**src/rtl/rf_wb_arbiter_pkg.sv**
```systemverilog
// Shared widths and types for the register-file write-back arbiter.
package rf_wb_arbiter_pkg;

  localparam int RF_DATA_W = 16;
  localparam int RF_ADDR_W = 2;
  localparam int RF_NREGS  = 1 << RF_ADDR_W;

  typedef struct packed {
    logic                 valid;
    logic [RF_ADDR_W-1:0] addr;
    logic [RF_DATA_W-1:0] data;
  } pend_wr_t;

  typedef enum logic {
    SLOT_EMPTY = 1'b0,
    SLOT_PEND  = 1'b1
  } slot_state_t;

endpackage

```
**src/rtl/rf_wb_arbiter_rr_arb2.sv**
```systemverilog
// Two-way round-robin arbiter; the pointer only moves when a grant is taken.
module rr_arb2 (
  input  logic       clk,
  input  logic       reset_n,
  input  logic [1:0] req,
  input  logic       accept,
  output logic [1:0] gnt
);

  logic favour1;

  always_comb begin
    gnt = 2'b00;
    unique case (req)
      2'b01:   gnt = 2'b01;
      2'b10:   gnt = 2'b10;
      2'b11:   gnt = favour1 ? 2'b10 : 2'b01;
      default: gnt = 2'b00;
    endcase
  end

  // The requester just served loses priority to the other one.
  always_ff @(posedge clk or negedge reset_n) begin
    if (!reset_n) begin
      favour1 <= 1'b0;
    end else if (accept) begin
      favour1 <= gnt[0];
    end
  end

endmodule

```
**src/rtl/rf_wb_arbiter.sv**
```systemverilog
// Arbitrates two write requesters into one register-file write port through a single pending slot.
// Optional RF_WB_BYPASS_EN adds read-port forwarding of the pending write.
module rf_wb_arbiter
  import rf_wb_arbiter_pkg::*;
#(
  parameter int DATA_W = RF_DATA_W,
  parameter int ADDR_W = RF_ADDR_W
) (
  input  logic                     clk,
  input  logic                     reset_n,
`ifdef RF_WB_BYPASS_EN
  input  logic [ADDR_W-1:0]        rd_addr1,
  input  logic [ADDR_W-1:0]        rd_addr2,
  input  logic [DATA_W-1:0]        rf_data1,
  input  logic [DATA_W-1:0]        rf_data2,
  output logic [DATA_W-1:0]        byp_data1,
  output logic [DATA_W-1:0]        byp_data2,
`endif
  input  logic                     req0_valid,
  input  logic [ADDR_W-1:0]        req0_addr,
  input  logic [DATA_W-1:0]        req0_data,
  output logic                     req0_ready,
  input  logic                     req1_valid,
  input  logic [ADDR_W-1:0]        req1_addr,
  input  logic [DATA_W-1:0]        req1_data,
  output logic                     req1_ready,
  input  logic                     rf_hold,
  output logic                     rf_write,
  output logic [ADDR_W-1:0]        rf_addr3,
  output logic [DATA_W-1:0]        rf_data3,
  output logic [(1<<ADDR_W)-1:0]   busy_mask
);

  slot_state_t       state, state_next;
  logic [ADDR_W-1:0] pa;
  logic [DATA_W-1:0] pd;
  logic              pv;
  logic              slot_free;
  logic              accept;
  logic [1:0]        gnt;

  assign pv       = (state == SLOT_PEND);
  assign rf_write = pv && !rf_hold;
  assign rf_addr3 = pa;
  assign rf_data3 = pd;

  // Reset gates the grant so ready stays low while reset_n is held.
  assign slot_free = reset_n && !(pv && rf_hold);

  rr_arb2 u_arb (
    .clk     (clk),
    .reset_n (reset_n),
    .req     ({req1_valid, req0_valid} & {2{slot_free}}),
    .accept  (accept),
    .gnt     (gnt)
  );

  assign accept     = |gnt;
  assign req0_ready = gnt[0];
  assign req1_ready = gnt[1];

  always_comb begin
    state_next = state;
    if (accept) begin
      state_next = SLOT_PEND;
    end else if (rf_write) begin
      state_next = SLOT_EMPTY;
    end
  end

  always_ff @(posedge clk or negedge reset_n) begin
    if (!reset_n) begin
      state <= SLOT_EMPTY;
    end else begin
      state <= state_next;
    end
  end

  always_ff @(posedge clk or negedge reset_n) begin
    if (!reset_n) begin
      pa <= '0;
      pd <= '0;
    end else if (accept) begin
      pa <= gnt[1] ? req1_addr : req0_addr;
      pd <= gnt[1] ? req1_data : req0_data;
    end
  end

  always_comb begin
    busy_mask = '0;
    if (pv) begin
      busy_mask[pa] = 1'b1;
    end
  end

`ifdef RF_WB_BYPASS_EN
  assign byp_data1 = (pv && (pa == rd_addr1)) ? pd : rf_data1;
  assign byp_data2 = (pv && (pa == rd_addr2)) ? pd : rf_data2;
`endif

endmodule

```
**config.mk**
```make
export PLATFORM = sky130hd
export DESIGN_NAME = rf_wb_arbiter
export DESIGN_NICKNAME = d
export VERILOG_FILES = /design/src/rtl/rf_wb_arbiter_pkg.sv /design/src/rtl/rf_wb_arbiter_rr_arb2.sv /design/src/rtl/rf_wb_arbiter.sv
export SDC_FILE = /design/constraint.sdc
export NUM_CORES = 1
export LEC_CHECK = 0
export CELL_PAD_IN_SITES_DETAIL_PLACEMENT = 1
export CELL_PAD_IN_SITES_GLOBAL_PLACEMENT = 1
export CORE_MARGIN = 2
export CORE_UTILIZATION = 26
export CTS_CLUSTER_SIZE = 28
export DETAILED_ROUTE_END_ITERATION = 8
export GPL_ROUTABILITY_DRIVEN = 0
export PLACE_DENSITY_LB_ADDON = 0.08
export SETUP_SLACK_MARGIN = 0.2
export SLEW_MARGIN = 20
export SYNTH_ARGS = -nofsm -noshare
export SYNTH_HDL_FRONTEND = slang
export SYNTH_SLANG_ARGS = --single-unit
```
**constraint.sdc**
```tcl
create_clock -name clk -period 1.85 [get_ports clk]
set_input_delay 0.2775 -clock clk [delete_from_list [all_inputs] [get_ports clk]]
set_output_delay 0.2775 -clock clk [all_outputs]
set_load 0.01 [all_outputs]
```
==> results.cfg, run 1 <==
[grt]
grt_use_total_pct = 17.2
grt_max_degree = 23
antenna_found_initial = 0
overflow = 0
grt_pass1_wl_mm = 5.87
grt_pass1_vias = 1172

[synthesis]
synth_edf_count = 0
syn_avg_cell_area_um2 = 10.6
syn_inst = 98
ys_seq_area_share_pct = 48.2
synth_nets = 139
yosysUniqueCellTypes = 20
synth_common_cells = 21 x nand2_1, 20 x dfrtp_1, 18 x nor3_1
synth_top_area_cell = dfrtp_1
ys_ff_latch = 20
synthFlopType = dfrtp_1
yosys_warnings = 0
syn-cell-area_um2 = 1040
yosysTopAreaCellShare_pct = 48.2
yosysMostFrequentCell = nand2_1
synth.area.top_cells = dfrtp_1 48%, a221o_2 9.8%, a221o_1 8.7%
async_flop_share_pct = 100

[clock_tree]
cts_hold_buf = 0
clkLatencyLatePin_ps = 260
clock_sinks = 20
cts_root_buffer = clkbuf_8
cts_tree = built
ctsHtreeMaxLevel = 1
cts_made_buffers = 3
clk_pin_slew_worst_paths_ps = 70
clockBufferDepth = 2

[critical_path]
path_cells = a21bo_4 > buf_4 > nor3b_2 > buf_2
end_kind = primary output
path_class = register to primary output
cp_slowest_cell = dfrtp_1
crit_path_start_kind = register
critical-path-max-stage-delay_ps = 400
timing.rr.end = rf_data3[1]
regToRegSetupSlack_ps = 290
rr_worst_depth = 4
rr_startpoint = pv
critPathRequiredTime_ps = 1570
critPathMaxFanout = 4
worstPathArrival_ps = 1330

[layout]
area_growth_pct = 74.8
drive_above_1_share_pct = 17.6
fillCellCount = 438
antennaDiodeCount = 0
fin_nets = 212
final_cell_count_no_fill = 218

[sta]
fin_setup_tns_ps = 0
setup_violations = 0
worst_pin_slew_ps = 524
final-hold-violation-count = 0
period_minus_slack_ps = 1610
slew_violations = 0
rsz0062_at_grt = no
max_freq_ghz = 0.622
fin_worst_skew_ps = 4.62
min_period_over_period_pct = 86.9
maxSlewHeadroom_pct = 65.0

[detailed_routing]
ant_nets = 0
met3WireLength_um = 199
routed_wirelength_mm = 3.57
vias = 1099
top_layer_used = met4
drt-wirelength-per-cell_um = 16.4
dr.first_iter.drc_count = 22
wl_met1_mm = 1.51
vias_per_cell = 5.04
wl_met2_mm = 1.83
drc = 0
drt_pre_antenna_iters = 4

[run_status]
status = complete, no violations

[floorplan]
initial_utilization_pct = 27.7
chipWidth_um = 67.2
dieArea_um2 = 4520
std_cell_rows = 22
io_pins = 66
fp.dieH_um = 67.2
coreArea_um2 = 3740

[place]
port_buffers = 65
place_hpwl_mm = 2.61
dp_cells = 213

[power]
p_leak_nw = 0.778
p_per_area_nw_per_um2 = 842
peakVddDrop_v = 0.000469

[worst_hold_path]
hp-class = primary input to async pin

[run]
maxCapViolCount = 0
placed cells by master, fill, tap and decap left out, drive strengths merged:
| cell type | Yosys | routed |
|---|---|---|
| nor2b | 2 | 2 |
| a31oi | 1 | 1 |
| nor2 | 1 | 1 |
| o21bai | 1 | 1 |
| and3 | 1 | 1 |
| a21bo | 1 | 1 |
| dlygate4sd2 | 0 | 7 |
| a211oi | 1 | 1 |
| nor3 | 18 | 18 |
| a41oi | 1 | 1 |
| and3b | 1 | 1 |
| inv | 1 | 1 |
| nor3b | 2 | 2 |
| a221o | 18 | 18 |
| buf | 6 | 13 |
| dfrtp | 20 | 20 |
| nand2 | 21 | 21 |
| clkbuf | 2 | 4 |
| clkdlybuf4s50 | 0 | 56 |
registers in the layout, indices dropped and copies added, names as in the netlist:
name	count
rf_addr3	2
u_arb.favour1	1
rf_data3	16
pv	1
per-stage QoR:
step	area [um2]	utilization [%]	hold slack, ps	setup slack [ps]	total power, mW
2_1_floorplan	1040	-	-18.1	300	0.846
3_3_place_gp	1770	47.2	496	-268	1.20
3_5_place_dp	1770	47.2	495	-276	1.21
4_1_cts	1820	48.7	165	163	1.55
5_1_grt	1820	48.5	195	201	1.62
6_report	1820	48.5	148	243	1.53
cells by family (layout without fill, tap and decap cells):
family / Yosys count / count (layout) / synth area share, %
buffers and inverters: 9 / 81 / 5.90
DFF: 20 / 20 / 48.2
AOI/OAI and AO/OA: 23 / 23 / 25.2
and+or+nand+nor: 46 / 46 / 20.7
report_power, final:
| part | switching [mW] | internal [mW] | total [mW] |
|---|---|---|---|
| clock network | 0.148 | 0.189 | 0.337 |
| registers | 0.0729 | 0.531 | 0.604 |
| logic | 0.231 | 0.357 | 0.588 |
| total | 0.451 | 1.08 | 1.53 |
repair_timing:
item,CTS,global route
resized for setup,16,1
pin swaps,1,0
buffers inserted,1,0
endpoints found under the setup margin,18,1
worst max-delay path, delay by kind of cell, from the launching register on:
kind / cells / cell delay (ps)
AOI/OAI and AO/OA: 1 / 250
DFF: 1 / 400
buffers and inverters: 2 / 290
and+or+nand+nor: 1 / 140
how the worst max path moves through the flow:
stage / cells after the start / endpoint / slack [ps] / start
after global routing: 4 / req1_ready / 200 / pv
after global placement: 4 / req0_ready / -270 / reset_n
final: 4 / req1_ready / 240 / pv
after CTS: 3 / req0_ready / 160 / pv
after detailed placement: 4 / req0_ready / -280 / reset_n
after floorplan: 4 / req1_ready / 300 / pv
area by class of cell:
cell class / count / area, um2 / share of cell area, %
Clock buffer: 4 / 55.1 / 3.03
Inverter: 1 / 3.75 / 0.207
Multi-Input combinational cell: 69 / 482 / 26.5
Sequential cell: 20 / 500 / 27.6
Tap cell: 48 / 60.1 / 3.31
Timing Repair Buffer: 76 / 714 / 39.4
metal layers:
metal	GRT usage, %	vias up
met3	2.50	4
met1	21.2	533
li1	-	521
met2	31.6	41
met4	3.83	0
met5	0	-
Power figures use the tool's default switching activity.
==> run 2, diff against run 1 <==
- CAP_MARGIN: unset -> 5
- CORE_UTILIZATION: 26 -> 27
- CTS_BUF_LIST: unset -> sky130_fd_sc_hd__clkbuf_8
==> run 2 against run 1 <==
  * Cell count grew 0.46%
  * Worst setup slack gained 31 ps
  * Total power grew 1.1%
  * Critical path type unchanged
==> results.cfg, run 2 (synthesis results as in run 1) <==
[run_status]
status = complete, no violations

[critical_path]
cp_num_cells = 2
rr_startpoint = pv
crit_path_start_kind = register
endpoint = rf_addr3[0]
cp_slowest_cell = clkdlybuf4s50_1
path_class = register to primary output
critPathRequiredTime_ps = 1570
worstPathArrival_ps = 1300
crit_family = buffers and inverters
critPathMaxFanout = 4
critPathLaunch = rf_addr3[0]
critical-path-max-stage-delay_ps = 520
path_buf_inv = 2
path_cells = buf_4 > clkdlybuf4s50_1
rr_worst_depth = 4
end_kind = primary output
regToRegSetupSlack_ps = 350
timing.rr.end = rf_data3[15]

[sta]
worst_pin_slew_ps = 291
final-hold-violation-count = 0
fin_setup_tns_ps = 0
period_minus_slack_ps = 1580
setup_violations = 0
slew_violations = 0
fin_worst_skew_ps = 5.07
min_period_over_period_pct = 85.2
maxSlewHeadroom_pct = 80.6
rsz0062_at_grt = no
max_freq_ghz = 0.634

[clock_tree]
cts_root_buffer = clkbuf_8
cts_made_buffers = 3
clkLatencyLatePin_ps = 260
clk_pin_slew_worst_paths_ps = 80
clock_sinks = 20
cts_tree = built
clockBufferDepth = 2
ctsHtreeMaxLevel = 1

[layout]
ff_latch_area_um2 = 500
fin_nets = 213
drive_above_1_share_pct = 17.5
final_common_cell = clkdlybuf4s50_1
multi_input_area_um2 = 514
area_growth_pct = 78.3
largest_reg_flops = 16
layout_common_cells = 56 x clkdlybuf4s50_1, 21 x nand2_1, 20 x dfrtp_1
antennaDiodeCount = 0
fillCellCount = 433

[floorplan]
std_cell_rows = 22
coreArea_um2 = 3690
chipWidth_um = 66.0
io_pins = 66
fp.dieH_um = 66.0
dieArea_um2 = 4360
initial_utilization_pct = 28.2

[grt]
grt_max_degree = 23
grt_pass1_wl_mm = 5.92
grt_use_total_pct = 17.8
grt_pass1_vias = 1258
antenna_found_initial = 0
overflow = 0

[detailed_routing]
vias = 1122
drc = 0
drt-wirelength-per-cell_um = 16.8
routed_wirelength_mm = 3.69
vias_per_cell = 5.12
drt_pre_antenna_iters = 4
ant_nets = 0
dr.first_iter.drc_count = 34

[power]
clkPwrFrac_pct = 22.1
total_power_mw = 1.55
switchingPower_mw = 0.459
p_seq_share_pct = 38.8
peakVddDrop_v = 0.000269
p_per_area_nw_per_um2 = 835
switching_share_pct = 29.7
p_int_mw = 1.09
p_leak_nw = 0.799
combPwrFrac_pct = 39.2

[place]
port_buffers = 65
place_hpwl_mm = 2.54

[run]
maxCapViolCount = 0

[worst_hold_path]
hp-class = primary input to async pin
## run 2: cell count changes in the layout (fill, tap and decap cells not counted)
cell / change
buf_6: +1
dlymetal6s2s_1: +2
dlygate4sd2_1: -2
o21bai_4: +2
nor3b_1: +1
nor3b_2: -1
buf_4: -2
## run 2: layout make-up
class                           count  share of cell area, %
Clock buffer                        4                   2.97
Inverter                            1                  0.203
Multi-Input combinational cell     71                   27.8
Sequential cell                    20                   27.0
Tap cell                           48                   3.24
Timing Repair Buffer               75                   38.8
## run 2: worst min path at each step
stage	start	end	cells past startpoint
2_1_floorplan	reset_n	pv	0
3_3_place_gp	rf_data3[15]	rf_data3[15]	1
3_5_place_dp	rf_data3[12]	rf_data3[12]	1
4_1_cts	reset_n	rf_addr3[1]	2
5_1_grt	reset_n	rf_addr3[1]	2
6_report	reset_n	rf_data3[0]	2
## run 2: what timing repair did
action | 4_1_cts | 5_1_grt
setup buffers | 1 | 0
pin swaps | 0 | 1
resized for setup | 15 | 3
gates cloned | 2 | 0
endpoints found under the setup margin | 25 | 12
hold buffers | 0 | 0
## run 2: power by group through the flow
stage	Clock (mW)	Sequential, mW	Combinational, mW
after detailed placement	0	0.609	0.600
after global routing	0.373	0.612	0.651
after global placement	0	0.607	0.588
final	0.341	0.599	0.605
after floorplan	0	0.641	0.205
after CTS	0.350	0.601	0.616
## run 2: routing by layer
layer  vias up  routed length, um  share of wire, %  global-route usage [%]
li1        520                  -                 -                       -
met1       562               1580                43                    21.1
met2        36               1890                51                    33.1
met3         4                179               4.9                    2.90
met4         0                 34              0.92                    4.59
met5         -                  0                 0                       0
## run 2: metrics by stage
stage          cell area (um2)  util [%]  cells  setup slack, ps  hold WS [ps]
3_3_place_gp              1760      47.7    212             -244           496
6_report                  1850      50.2    219              274          42.9
3_5_place_dp              1760      47.7    212             -235           494
4_1_cts                   1850      50.2    219             66.7           427
5_1_grt                   1850      50.2    219              219          82.6
2_1_floorplan             1040         -     98              300         -18.1
## run 2: worst register-to-register path, stage by stage (launching register included)
cell and delay (ps):
dfrtp_1 390, a21bo_4 250, buf_6 170, o21bai_4 230, a221o_2 350
==> run 3, diff against run 2 <==
- CELL_PAD_IN_SITES_DETAIL_PLACEMENT: 1 -> unset
- CELL_PAD_IN_SITES_GLOBAL_PLACEMENT: 1 -> unset
- CORE_UTILIZATION: 27 -> 37
==> run 3 against run 2 <==
  * Cell count fell by 7.8%
  * Maximum frequency fell by 1.3%
  * Largest power group is now sequential cells
  * Critical path type unchanged
  * Die area fell by 26%
==> results.cfg, run 3 (synthesis results as in run 1) <==
[clock_tree]
cts_tree = built
cts_made_buffers = 3
ctsHtreeMaxLevel = 1
clk_pin_slew_worst_paths_ps = 80
clock_sinks = 20
clockBufferDepth = 2
clkLatencyLatePin_ps = 260
cts_root_buffer = clkbuf_8

[sta]
fin_setup_tns_ps = 0
max_freq_ghz = 0.627
fin_hold_ws_ps = 41.9
worst_pin_slew_ps = 286
fin_worst_skew_ps = 1.53
final-hold-violation-count = 0
setup_violations = 0
maxSlewHeadroom_pct = 80.9
period_minus_slack_ps = 1600
rsz0062_at_grt = no
min_period_over_period_pct = 86.3
slew_violations = 0
setup_ws_ps = 254

[floorplan]
chipWidth_um = 57.0
initial_utilization_pct = 38.3
io_pins = 66
fp.dieH_um = 57.0
dieArea_um2 = 3250
coreArea_um2 = 2710
std_cell_rows = 19

[layout]
layout_common_cells = 57 x clkdlybuf4s50_1, 21 x nand2_1, 20 x dfrtp_1
antennaDiodeCount = 0
drive_above_1_share_pct = 18.1
largest_reg_flops = 16
utilization_pct = 67.6
fin_nets = 213
area_growth_pct = 76.5
final_common_cell = clkdlybuf4s50_1

[power]
clkPwrFrac_pct = 22.2
p_per_area_nw_per_um2 = 838
combPwrFrac_pct = 38.9
peakVddDrop_v = 0.000497
switchingPower_mw = 0.448
p_seq_share_pct = 38.9
total_power_mw = 1.54
p_int_mw = 1.09
p_leak_nw = 0.792
switching_share_pct = 29.2

[critical_path]
path_buf_inv = 2
path_cells = buf_4 > clkdlybuf4s50_1
crit_path_start_kind = register
critPathMaxFanout = 5
worstPathArrival_ps = 1320
critPathLaunch = rf_addr3[0]
critPathRequiredTime_ps = 1570
end_kind = primary output
rr_startpoint = pv
crit_family = buffers and inverters
path_class = register to primary output
critical-path-max-stage-delay_ps = 520
cp_slowest_cell = clkdlybuf4s50_1

[detailed_routing]
ant_nets = 0
vias_per_cell = 5.44
drt-wirelength-per-cell_um = 16.0
vias = 1098
drt_pre_antenna_iters = 4
dr.first_iter.drc_count = 36
routed_wirelength_mm = 3.22
drc = 0

[worst_hold_path]
hp-class = primary input to async pin

[grt]
grt_pass1_vias = 1088
antenna_found_initial = 0
overflow = 0
grt_use_total_pct = 20.7
grt_max_degree = 23
grt_pass1_wl_mm = 5.24

[run_status]
status = complete, no violations

[place]
port_buffers = 65
dp_slack_ps = -259
place_hpwl_mm = 2.17

[run]
maxCapViolCount = 0
[run 3: what timing repair did]
action	4_1_cts	5_1_grt
setup buffers	1	0
setup endpoints to repair	25	2
gates cloned	2	0
resized for setup	18	1
pin swaps	0	2
hold buffers	0	0
[run 3: final cells by class]
type                       count  area (um2)
inverter                       1        3.75
multi-input combinational     71         519
tap                           31        38.8
fill                         230         877
sequential                    20         500
timing repair buffer          75         716
clock buffer                   4        55.1
[run 3: worst register-to-register path: cells and delay by family (launching register included)]
| family | cells | cell delay, ps |
|---|---|---|
| AO/OA/AOI/OAI | 3 | 810 |
| flip-flops | 1 | 400 |
| buffers and inverters | 1 | 170 |
[run 3: metrics by stage]
step / instance area, um2 / cells
3_5_place_dp: 1740 / 195
5_1_grt: 1830 / 202
4_1_cts: 1830 / 202
6_report: 1830 / 202
3_3_place_gp: 1740 / 195
2_1_floorplan: 1040 / 98
[run 3: worst paths after layout]
check,endpoint,slack (ps),cells after the start
min,rf_addr3[0],40,2
max,rf_addr3[0],250,2
min reg2reg,rf_data3[6],520,1
max in group asynchronous,rf_data3[15],1580,2
max reg2reg,rf_data3[3],370,4
min in group clk,rf_data3[6],520,1
[run 3: power by group through the flow]
stage          Clock, mW  Sequential, mW  Combinational [mW]
6_report           0.342           0.598               0.597
3_3_place_gp           0           0.604               0.580
3_5_place_dp           0           0.607               0.587
2_1_floorplan          0           0.641               0.205
4_1_cts            0.351           0.599               0.602
5_1_grt            0.364           0.616               0.638
[run 3: layer usage]
layer	vias up	GRT usage (%)	share of wire, %	wire [um]
met3	2	3.40	5.2	168
met5	-	0	0	0
met2	41	36.1	50	1620
met1	527	26.1	44	1420
li1	528	-	-	-
met4	0	6.98	0.47	15
